## src/rtl/grad_batch_seq_if.sv

```systemverilog
// Batch-offer, downstream-busy and DAC-word signals of grad_batch_seq in one bundle.
// master drives offers and busy (host/bench side); slave is the sequencer.
interface grad_batch_seq_if;
    logic        upd;
    logic [63:0] val;
    logic [3:0]  ch_en;
    logic        clr_err;
    logic        busy;
    logic [31:0] data;
    logic        valid;
    logic        idle;
    logic        err;

    modport master (
        output upd, val, ch_en, clr_err, busy,
        input  data, valid, idle, err
    );

    modport slave (
        input  upd, val, ch_en, clr_err, busy,
        output data, valid, idle, err
    );
endinterface

```

## src/rtl/grad_batch_seq.sv

```systemverilog
// Serialises 4-channel DAC batches into single-word writes; first word one cycle after a load, then >=3 cycles apart.
// Waits on downstream busy (with timeout), holds one pending batch; a further offer overwrites it and flags err.
module grad_batch_seq #(
    parameter int         BUSY_TMO  = 4,
    parameter logic [7:0] DAC_ADDR0 = 8'h08
) (
    input logic            clk,
    input logic            rst,
    grad_batch_seq_if.slave bus
);
    localparam int CW = (BUSY_TMO > 1) ? $clog2(BUSY_TMO) : 1;
    localparam logic [CW-1:0] TMO_LAST = CW'(BUSY_TMO - 1);

    typedef enum logic [1:0] {IDLE, ISSUE, WAIT_HI, WAIT_LO} state_t;

    state_t        state, nxt;
    logic [63:0]   act_val, pnd_val;
    logic [3:0]    act_rem, pnd_msk;
    logic [CW-1:0] tmo_cnt;
    logic [31:0]   data_q;
    logic          err_q;

    logic          accept, pnd_full, issue, decide, move, last;
    logic [1:0]    ch;
    logic [3:0]    rem_nxt;
    logic [31:0]   word;

    assign accept   = bus.upd && (bus.ch_en != 4'd0);
    assign pnd_full = (pnd_msk != 4'd0);

    always_comb begin
        ch = 2'd0;
        casez (act_rem)
            4'b???1: ch = 2'd0;
            4'b??10: ch = 2'd1;
            4'b?100: ch = 2'd2;
            4'b1000: ch = 2'd3;
            default: ch = 2'd0;
        endcase
    end

    // Lowest channel goes first, so the word is "last" once nothing remains above it.
    assign rem_nxt = act_rem & ~(4'b0001 << ch);
    assign last    = (rem_nxt == 4'd0);
    assign word    = {5'd0, ch, last, DAC_ADDR0 + {6'd0, ch}, act_val[{ch, 4'd0} +: 16]};

    always_ff @(posedge clk or posedge rst) begin
        if (rst) state <= IDLE;
        else     state <= nxt;
    end

    always_comb begin
        nxt    = state;
        issue  = 1'b0;
        decide = 1'b0;
        case (state)
            IDLE:    if (accept) nxt = ISSUE;
            ISSUE:   if (!bus.busy) begin
                         issue = 1'b1;
                         nxt   = WAIT_HI;
                     end
            WAIT_HI: if (bus.busy)                 nxt    = WAIT_LO;
                     else if (tmo_cnt == TMO_LAST) decide = 1'b1;
            WAIT_LO: if (!bus.busy) decide = 1'b1;
            default: nxt = IDLE;
        endcase
        if (decide) nxt = ((act_rem != 4'd0) || pnd_full) ? ISSUE : IDLE;
    end

    assign move = decide && (act_rem == 4'd0) && pnd_full;

    always_ff @(posedge clk or posedge rst) begin
        if (rst) begin
            act_val <= '0;
            act_rem <= '0;
            pnd_val <= '0;
            pnd_msk <= '0;
            tmo_cnt <= '0;
            data_q  <= '0;
            err_q   <= 1'b0;
        end else begin
            if (state == WAIT_HI) tmo_cnt <= tmo_cnt + CW'(1);
            else                  tmo_cnt <= '0;

            if (issue) begin
                act_rem <= rem_nxt;
                data_q  <= word;
            end

            if (move) begin
                act_val <= pnd_val;
                act_rem <= pnd_msk;
            end

            // A move frees the pending slot before a same-cycle offer lands in it.
            if (accept) begin
                if (state == IDLE) begin
                    act_val <= bus.val;
                    act_rem <= bus.ch_en;
                end else begin
                    pnd_val <= bus.val;
                    pnd_msk <= bus.ch_en;
                end
            end else if (move) begin
                pnd_msk <= 4'd0;
            end

            if (accept && (state != IDLE) && pnd_full && !move) err_q <= 1'b1;
            else if (bus.clr_err)                              err_q <= 1'b0;
        end
    end

    assign bus.valid = issue;
    assign bus.data  = issue ? word : data_q;
    assign bus.idle  = (state == IDLE) && !pnd_full;
    assign bus.err   = err_q;
endmodule

```

## src/flat_wrapper.sv

```systemverilog
// flat-port wrapper written by rule: the top's interface ports become plain ports
module grad_batch_seq_flat 
#(
    parameter int         BUSY_TMO  = 4,
    parameter logic [7:0] DAC_ADDR0 = 8'h08
)
  (clk, rst, bus_upd, bus_val, bus_ch_en, bus_clr_err, bus_busy, bus_data, bus_valid, bus_idle, bus_err);
  grad_batch_seq_if bus_i ();
  input logic clk;
  input logic rst;
  input wire logic [$bits(bus_i.upd)-1:0] bus_upd;
  input wire logic [$bits(bus_i.val)-1:0] bus_val;
  input wire logic [$bits(bus_i.ch_en)-1:0] bus_ch_en;
  input wire logic [$bits(bus_i.clr_err)-1:0] bus_clr_err;
  input wire logic [$bits(bus_i.busy)-1:0] bus_busy;
  output wire logic [$bits(bus_i.data)-1:0] bus_data;
  output wire logic [$bits(bus_i.valid)-1:0] bus_valid;
  output wire logic [$bits(bus_i.idle)-1:0] bus_idle;
  output wire logic [$bits(bus_i.err)-1:0] bus_err;
  assign bus_i.upd = bus_upd;
  assign bus_i.val = bus_val;
  assign bus_i.ch_en = bus_ch_en;
  assign bus_i.clr_err = bus_clr_err;
  assign bus_i.busy = bus_busy;
  assign bus_data = bus_i.data;
  assign bus_valid = bus_i.valid;
  assign bus_idle = bus_i.idle;
  assign bus_err = bus_i.err;
  grad_batch_seq #(.BUSY_TMO(BUSY_TMO), .DAC_ADDR0(DAC_ADDR0)) u_core (.clk(clk), .rst(rst), .bus(bus_i));
endmodule
```

## config.mk

```make
export PLATFORM = sky130hd
export DESIGN_NAME = grad_batch_seq_flat
export DESIGN_NICKNAME = d
export VERILOG_FILES = /design/src/rtl/grad_batch_seq_if.sv /design/src/rtl/grad_batch_seq.sv /design/src/flat_wrapper.sv
export SDC_FILE = /design/constraint.sdc
export NUM_CORES = 1
export LEC_CHECK = 0
export CORE_AREA = 3 3 126 176
export DETAILED_ROUTE_END_ITERATION = 10
export DIE_AREA = 0 0 129 179
export GPL_TIMING_DRIVEN = 1
export PLACE_DENSITY_LB_ADDON = 0.05
export REMOVE_ABC_BUFFERS = 1
export SLEW_MARGIN = 30
export SYNTH_ARGS = -nofsm -noshare
export SYNTH_HDL_FRONTEND = slang
export SYNTH_SLANG_ARGS = --single-unit
```

## constraint.sdc

```tcl
create_clock -name clk -period 11.4 [get_ports clk]
set_input_delay 1.14 -clock clk [delete_from_list [all_inputs] [get_ports clk]]
set_output_delay 1.14 -clock clk [all_outputs]
set_load 0.005 [all_outputs]
```

==> results of run 1 <==
-- logic make-up (layout without fill, tap and decap cells) --
kind of cell	after synthesis	after routing	synth area share, %
AND/OR/NAND/NOR	265	265	14.2
flip-flops	173	173	56.8
AO/OA/AOI/OAI	135	135	11.9
multiplexers	82	82	11.8
buffers and inverters	56	155	4.19
adder cells (fa/ha/maj)	7	7	1.12
-- sequential cells by signal (all words and copies together), names as in the netlist --
register / count
u_core.act_val: 64
u_core.pnd_val: 64
u_core.data_q: 32
u_core.act_rem: 4
u_core.pnd_msk: 4
u_core.state: 2
u_core.tmo_cnt: 2
u_core.bus.err: 1
-- placed cells by master (no fill, tap or decap), drive strengths merged --
| cell type | netlist | final |
|---|---|---|
| clkbuf | 30 | 18 |
| clkinv | 0 | 6 |
| a31oi | 67 | 67 |
| a221o | 1 | 1 |
| mux2 | 65 | 65 |
| a21oi | 21 | 21 |
| nand3 | 1 | 1 |
| o221ai | 16 | 16 |
| dfrtp | 173 | 173 |
| or3 | 1 | 1 |
| o41a | 1 | 1 |
| mux2i | 17 | 17 |
| buf | 19 | 9 |
| nor3 | 2 | 2 |
| a22o | 4 | 4 |
| bufinv | 0 | 4 |
| maj3 | 1 | 1 |
| or4 | 2 | 2 |
| ha | 6 | 6 |
| inv | 7 | 11 |
| o41ai | 1 | 1 |
| or2 | 1 | 1 |
| nor4b | 2 | 2 |
| a221oi | 1 | 1 |
| nand2b | 3 | 3 |
| nand2 | 165 | 165 |
| a21o | 1 | 1 |
| nor2 | 72 | 72 |
| nor2b | 11 | 11 |
| o21ai | 4 | 4 |
| clkdlybuf4s50 | 0 | 107 |
| a22oi | 17 | 17 |
| a211oi | 1 | 1 |
| and2 | 2 | 2 |
| nor4 | 3 | 3 |
-- per-layer routing --
layer  vias up  share of wire, %  wire length (um)  track usage [%]
met3        20               4.6               899             3.67
met5         -                 0                 0                0
met1      2913                44              8730             23.0
met2       162                50              9750             29.4
met4         0               1.5               295             5.12
li1       2680                 -                 -                -
-- power breakdown --
part | switching [mW] | total, mW | internal, mW
clock network | 0.261 | 0.640 | 0.378
registers | 0.142 | 1.01 | 0.864
logic | 0.452 | 0.868 | 0.415
-- worst max-delay path: cells and delay by family --
family	cells	cell delay, ns
AO/OA/AOI/OAI	2	0.55
AND/OR/NAND/NOR	1	0.27
buffers and inverters	6	2.10
-- per-stage QoR --
stage	hold WS, ns	setup WS (ns)	utilization [%]	power, mW
detailed placement	0.433	6.20	42.9	1.89
global placement	0.424	6.26	42.8	1.85
global route	0.468	5.98	46.0	2.68
floorplan	0.409	5.57	-	1.53
finish	0.434	6.19	46.0	2.51
CTS	0.443	6.18	46.0	2.54
-- worst max path at each step --
stage	startpoint	to	slack (ns)
3_5_place_dp	bus_busy	bus_data[5]	6.20
6_report	bus_busy	bus_data[5]	6.19
5_1_grt	bus_busy	bus_data[0]	5.98
3_3_place_gp	bus_busy	bus_data[5]	6.26
4_1_cts	bus_busy	bus_data[5]	6.18
2_1_floorplan	rst	u_core.act_rem[0]	5.57
-- final cells by class --
type	count	area, um2
well taps	256	320
multi-input cells	489	3020
flip-flops and latches	173	4330
repair buffers	116	1150
fillers	1921	11100
clock buffers	18	439
inverters	7	33.8
clock inverters	14	206
==> results.md, run 1 <==
- Status: finished clean
- WHS Path Cells: 1
- CTS Buf Count: 17
- Syn avg cell area: 10.6 um2
- CP Capture Type: output pin
- Worst EP required: roughly 10 ns
- Worst Setup Path Type: input port to output pin
- I/O pin total: 108
- RR Startpoint: u_core.act_rem[0]
- Buffers on Ports: 107
- First-pass GRT wire length: 31600 um
- Kind of start point of the critical path: input port
- CTS sink cnt: around 170
- # Post-CTS Setup Buffers: 0
- Arrival @ worst endpoint: between 4 and 5 ns
- Final setup viols: 0
- Layout cells sized above 1: 14.3%
- Synth area leaders: dfrtp_1 57%, mux2_2 9.6%, nand2_1 8.1%
- Lkg Pwr: 4.10 nW
- Tmin final: 5.21 ns
- Reg clk slew, reported paths: 0.07 ns
- Global route total overflow: 0
- Crit-path slowest cell: clkdlybuf4s50_1
- Root buf cell: clkbuf_16
- Largest area contributor in the netlist: dfrtp_1
- Vias: roughly 5800
- 1st-iter DRT viols: 352
- Worst hold endpoint: u_core.tmo_cnt[0]
- Vias per cell: 5.38
- Maximum clock frequency: 192 MHz
- GRT Overall Usage: between 10% and 20%
- N_diodes: 0
- Final TNS setup: 0 ns
- Post-route cell area: 9500 um2
- Die ar.: 23100 um2
- Final RePlAce weighted congestion: between 0.7 and 0.8
- Std cell rows: 62
- Number of synthesized register bits: 173
- Final WL: 19700 um
- DP Wirelength: between 10000 and 15000 um
- Main synth FF type: dfrtp_1
- Synth Cell Area: 7620 um2
- Resized cells post-CTS: 0
- Final period util: ~46%
- Max Transition Viols Final: 0
- Count leader, synth: dfrtp_1
- Post-synth EDFFs: 0
- Initial antenna violation count: 0
- FF-to-FF setup slack: 8.70 ns
- Most frequent cells after synthesis: 173 x dfrtp_1, 165 x nand2_1, 72 x nor2_1
- Clock buffer depth: 2
- # hold bufs at CTS: 0
- Final Hold Viols: 0
- Worst-path fanout max: 31
- Syn. warnings: 0
- Reg2Reg Depth: 5
- Cell Count Post-Placement: 1041
- Final nets: 883
- Chip width: approximately 130 um
- Worst-Margin Slew: 0.984 ns
- Pwr/cell area: 265 nW/um2
- HP Start: u_core.tmo_cnt[0]
- Pin count of the biggest net entering global routing: 119
- Final Non-Filler Cells: 1073
- Maxcap violations: 0
- Netlist cell types: 38
- RSZ-0062 raised after global routing: no
- Drt pass-1 iters: 5
- Worst vdd ir: 0.117 mV
- TritonCTS clock tree: done
- Final ANT Viol Nets: 0
- Post-synth top area share: ~57%
- Ys async rst share: 100%
- Cell Area, Placed: around 8800 um2
- Max_slew headroom: between 30% and 40%
- Area growth syn-to-layout: 24.7%
- Cell Chain, Critical Path: clkdlybuf4s50_1 -> inv_1 -> nand2_2 -> buf_4 -> inv_1 -> buf_4 -> o221ai_1 -> a22oi_1 -> clkdlybuf4s50_1
- Core Area: 20600 um2
- Routed len/inst: 18.3 um
- Die Y-Extent: 179 um
- Sequential share of the synthesized area: 56.8%
- Residual DRC: 0
- Worst skew pair latency: 0.43 ns
- Synth Instances: 718
- Initial Util: 36.9%
- Slowest stage delay, CP: between 0.5 and 0.6 ns
- Via count of the first global-routing pass: 5918
- H-Tree Depth: 4
- Worst Hold Class: register to register
- Worst R2R End: u_core.pnd_msk[1]
- Setup Skew: between 0.01 and 0.015 ns
(Power assumes the default switching activity.)
==> run 2, diff against run 1 <==
clock period = 5 ns   (was 11.4 ns; I/O delays follow)
==> run 2 against run 1 <==
Against the previous run:
- routed wire length fell by 2.3%
- clock power up 110%
- clock skew down 0.00083 ns
- critical path type unchanged
- largest cell class unchanged
==> results.md, run 2 (synthesis gave the netlist of run 1 again) <==
- Status: finished clean
- Chip width: 129 um (unchanged)
- Final nets: 886 (+0.34%)
- Lkg Pwr: 4.09 nW (-0.29%)
- Global route total overflow: 0 (unchanged)
- GRT Overall Usage: 17.4% (-0.20 points)
- CTS sink cnt: 173 (unchanged)
- Std cell rows: 62 (unchanged)
- 1st-iter DRT viols: 304 (-14%)
- Drt pass-1 iters: 4 (-1)
- TritonCTS clock tree: done
- Worst vdd ir: 0.284 mV (+140%)
- Arrival @ worst endpoint: 3.13 ns (-0.94 ns)
- Vias per cell: 5.27 (-2.2%)
- Initial Util: 36.9% (unchanged)
- I/O pin total: 108 (unchanged)
- Routed len/inst: 17.9 um (-2.5%)
- Worst skew pair latency: 0.42 ns (about the same)
- First-pass GRT wire length: 31400 um (-0.79%)
- Final RePlAce weighted congestion: 0.779 (+3.1%)
- Cell Count Post-Placement: 1043 (+0.19%)
- # hold bufs at CTS: 0 (unchanged)
- Tmin final: 3.63 ns
- Max_slew headroom: 36.2% (+1.8 points)
- Vias: 5666 (-1.9%)
- Worst-Margin Slew: 0.957 ns (-0.0274 ns)
- Resized cells post-CTS: 0 (unchanged)
- Final period util: 72.5%
- Area growth syn-to-layout: 24.7% (about the same)
- Reg clk slew, reported paths: 0.07 ns (about the same)
- Final Hold Viols: 0 (unchanged)
- Buffers on Ports: 107 (unchanged)
- Maxcap violations: 0 (unchanged)
- Worst Setup Path Type: input port to output pin
- Layout cells sized above 1: 14.5% (+0.19 points)
- Core Area: 20600 um2 (unchanged)
- Worst-path fanout max: 19 (-39%)
- Die ar.: 23100 um2 (unchanged)
- # Post-CTS Setup Buffers: 0 (unchanged)
- Final Non-Filler Cells: 1076 (+0.28%)
- Final TNS setup: 0 ns (unchanged)
- Clock buffer depth: 2 (unchanged)
- Kind of start point of the critical path: input port
- Pwr/cell area: 591 nW/um2 (+120%)
- Setup Skew: 0.0106 ns (-0.000826 ns)
- Most frequent cells in the layout: 173 x dfrtp_1, 163 x nand2_1, 107 x clkdlybuf4s50_1, 71 x nor2_1, 67 x a31oi_1
- Setup WS pre-CTS: 1.35 ns (-4.85 ns)
- Final setup viols: 0 (unchanged)
- Residual DRC: 0 (unchanged)
- Fin worst setup slack: 1.37 ns (-4.82 ns)
- Largest regs: u_core.act_val x64, u_core.pnd_val x64, u_core.data_q x32
- Via count of the first global-routing pass: 5799 (-2.0%)
- Max Transition Viols Final: 0 (unchanged)
- RSZ-0062 raised after global routing: no
- Maximum clock frequency: approximately 280 MHz
- Initial antenna violation count: 0 (unchanged)
- Die Y-Extent: 179 um (unchanged)
- Total power: 5.62 mW (+120%)
- Final WL: 19200 um (-2.3%)
- # fillers: 1937 (+0.83%)
- CP Capture Type: output pin
- Commonest non-fill, non-tap cell in the layout: dfrtp_1
- H-Tree Depth: 4 (unchanged)
- DP Wirelength: 11800 um (+2.4%)
- Final ANT Viol Nets: 0 (unchanged)
- Worst Hold Class: register to register
- Root buf cell: clkbuf_16
- Pin count of the biggest net entering global routing: 102 (-14%)
- N_diodes: 0 (unchanged)
- CTS Buf Count: 17 (unchanged)
- Worst EP required: 4.50 ns (-5.76 ns)
-- run 2: changes by cell type in the layout (fill, tap and decap cells not counted), moves of 2 or more --
cell,change
clkinv_2,+3
clkinv_4,-4
buf_4,+2
clkinvlp_4,+4
-- run 2: layout make-up --
cell class / count / area [um2] / area share (%)
clock buffer: 18 / 429 / 4.52
clock inverter: 14 / 166 / 1.75
inverter: 7 / 33.8 / 0.356
multi-input combinational: 489 / 3020 / 31.8
sequential: 173 / 4330 / 45.6
tap: 256 / 320 / 3.37
timing repair buffer: 119 / 1200 / 12.6
-- run 2: final timing paths --
kind	startpoint	cells after the start	slack, ns	endpoint
max in group asynchronous	rst	3	3.37	u_core.act_val[5]
min in group asynchronous	rst	2	0.57	u_core.pnd_val[18]
setup reg to reg	u_core.act_rem[0]	5	2.35	u_core.pnd_msk[2]
hold / removal	u_core.tmo_cnt[0]	1	0.44	u_core.tmo_cnt[0]
setup / recovery	bus_busy	8	1.37	bus_data[10]
hold reg to reg	u_core.tmo_cnt[0]	1	0.44	u_core.tmo_cnt[0]
-- run 2: report_power, final --
group / switching (mW) / internal (mW) / total (mW)
Combinational: 1.03 / 0.959 / 1.99
Sequential: 0.318 / 1.97 / 2.29
Clock: 0.556 / 0.787 / 1.34
Total: 1.90 / 3.72 / 5.62
-- run 2: layer usage --
layer	vias to the layer above	track usage, %	share of wire (%)
met3	13	3.64	4.1
met1	2850	23.2	45
met4	0	4.51	0.93
met5	-	0	0
li1	2688	-	-
met2	115	28.9	50
-- run 2: through the flow --
step	utilization (%)	area (um2)	hold slack (ns)
3_3_place_gp	42.9	8850	0.423
4_1_cts	45.8	9460	0.445
3_5_place_dp	43.0	8860	0.430
5_1_grt	46.0	9500	0.460
2_1_floorplan	-	7330	0.409
6_report	46.0	9500	0.441
-- run 2: critical path: stages --
cell	delay, ns
clkdlybuf4s50_1	0.54
inv_1	0.17
nand2_2	0.07
inv_1	0.43
buf_4	0.39
o221ai_1	0.18
a22oi_1	0.29
clkdlybuf4s50_1	0.55
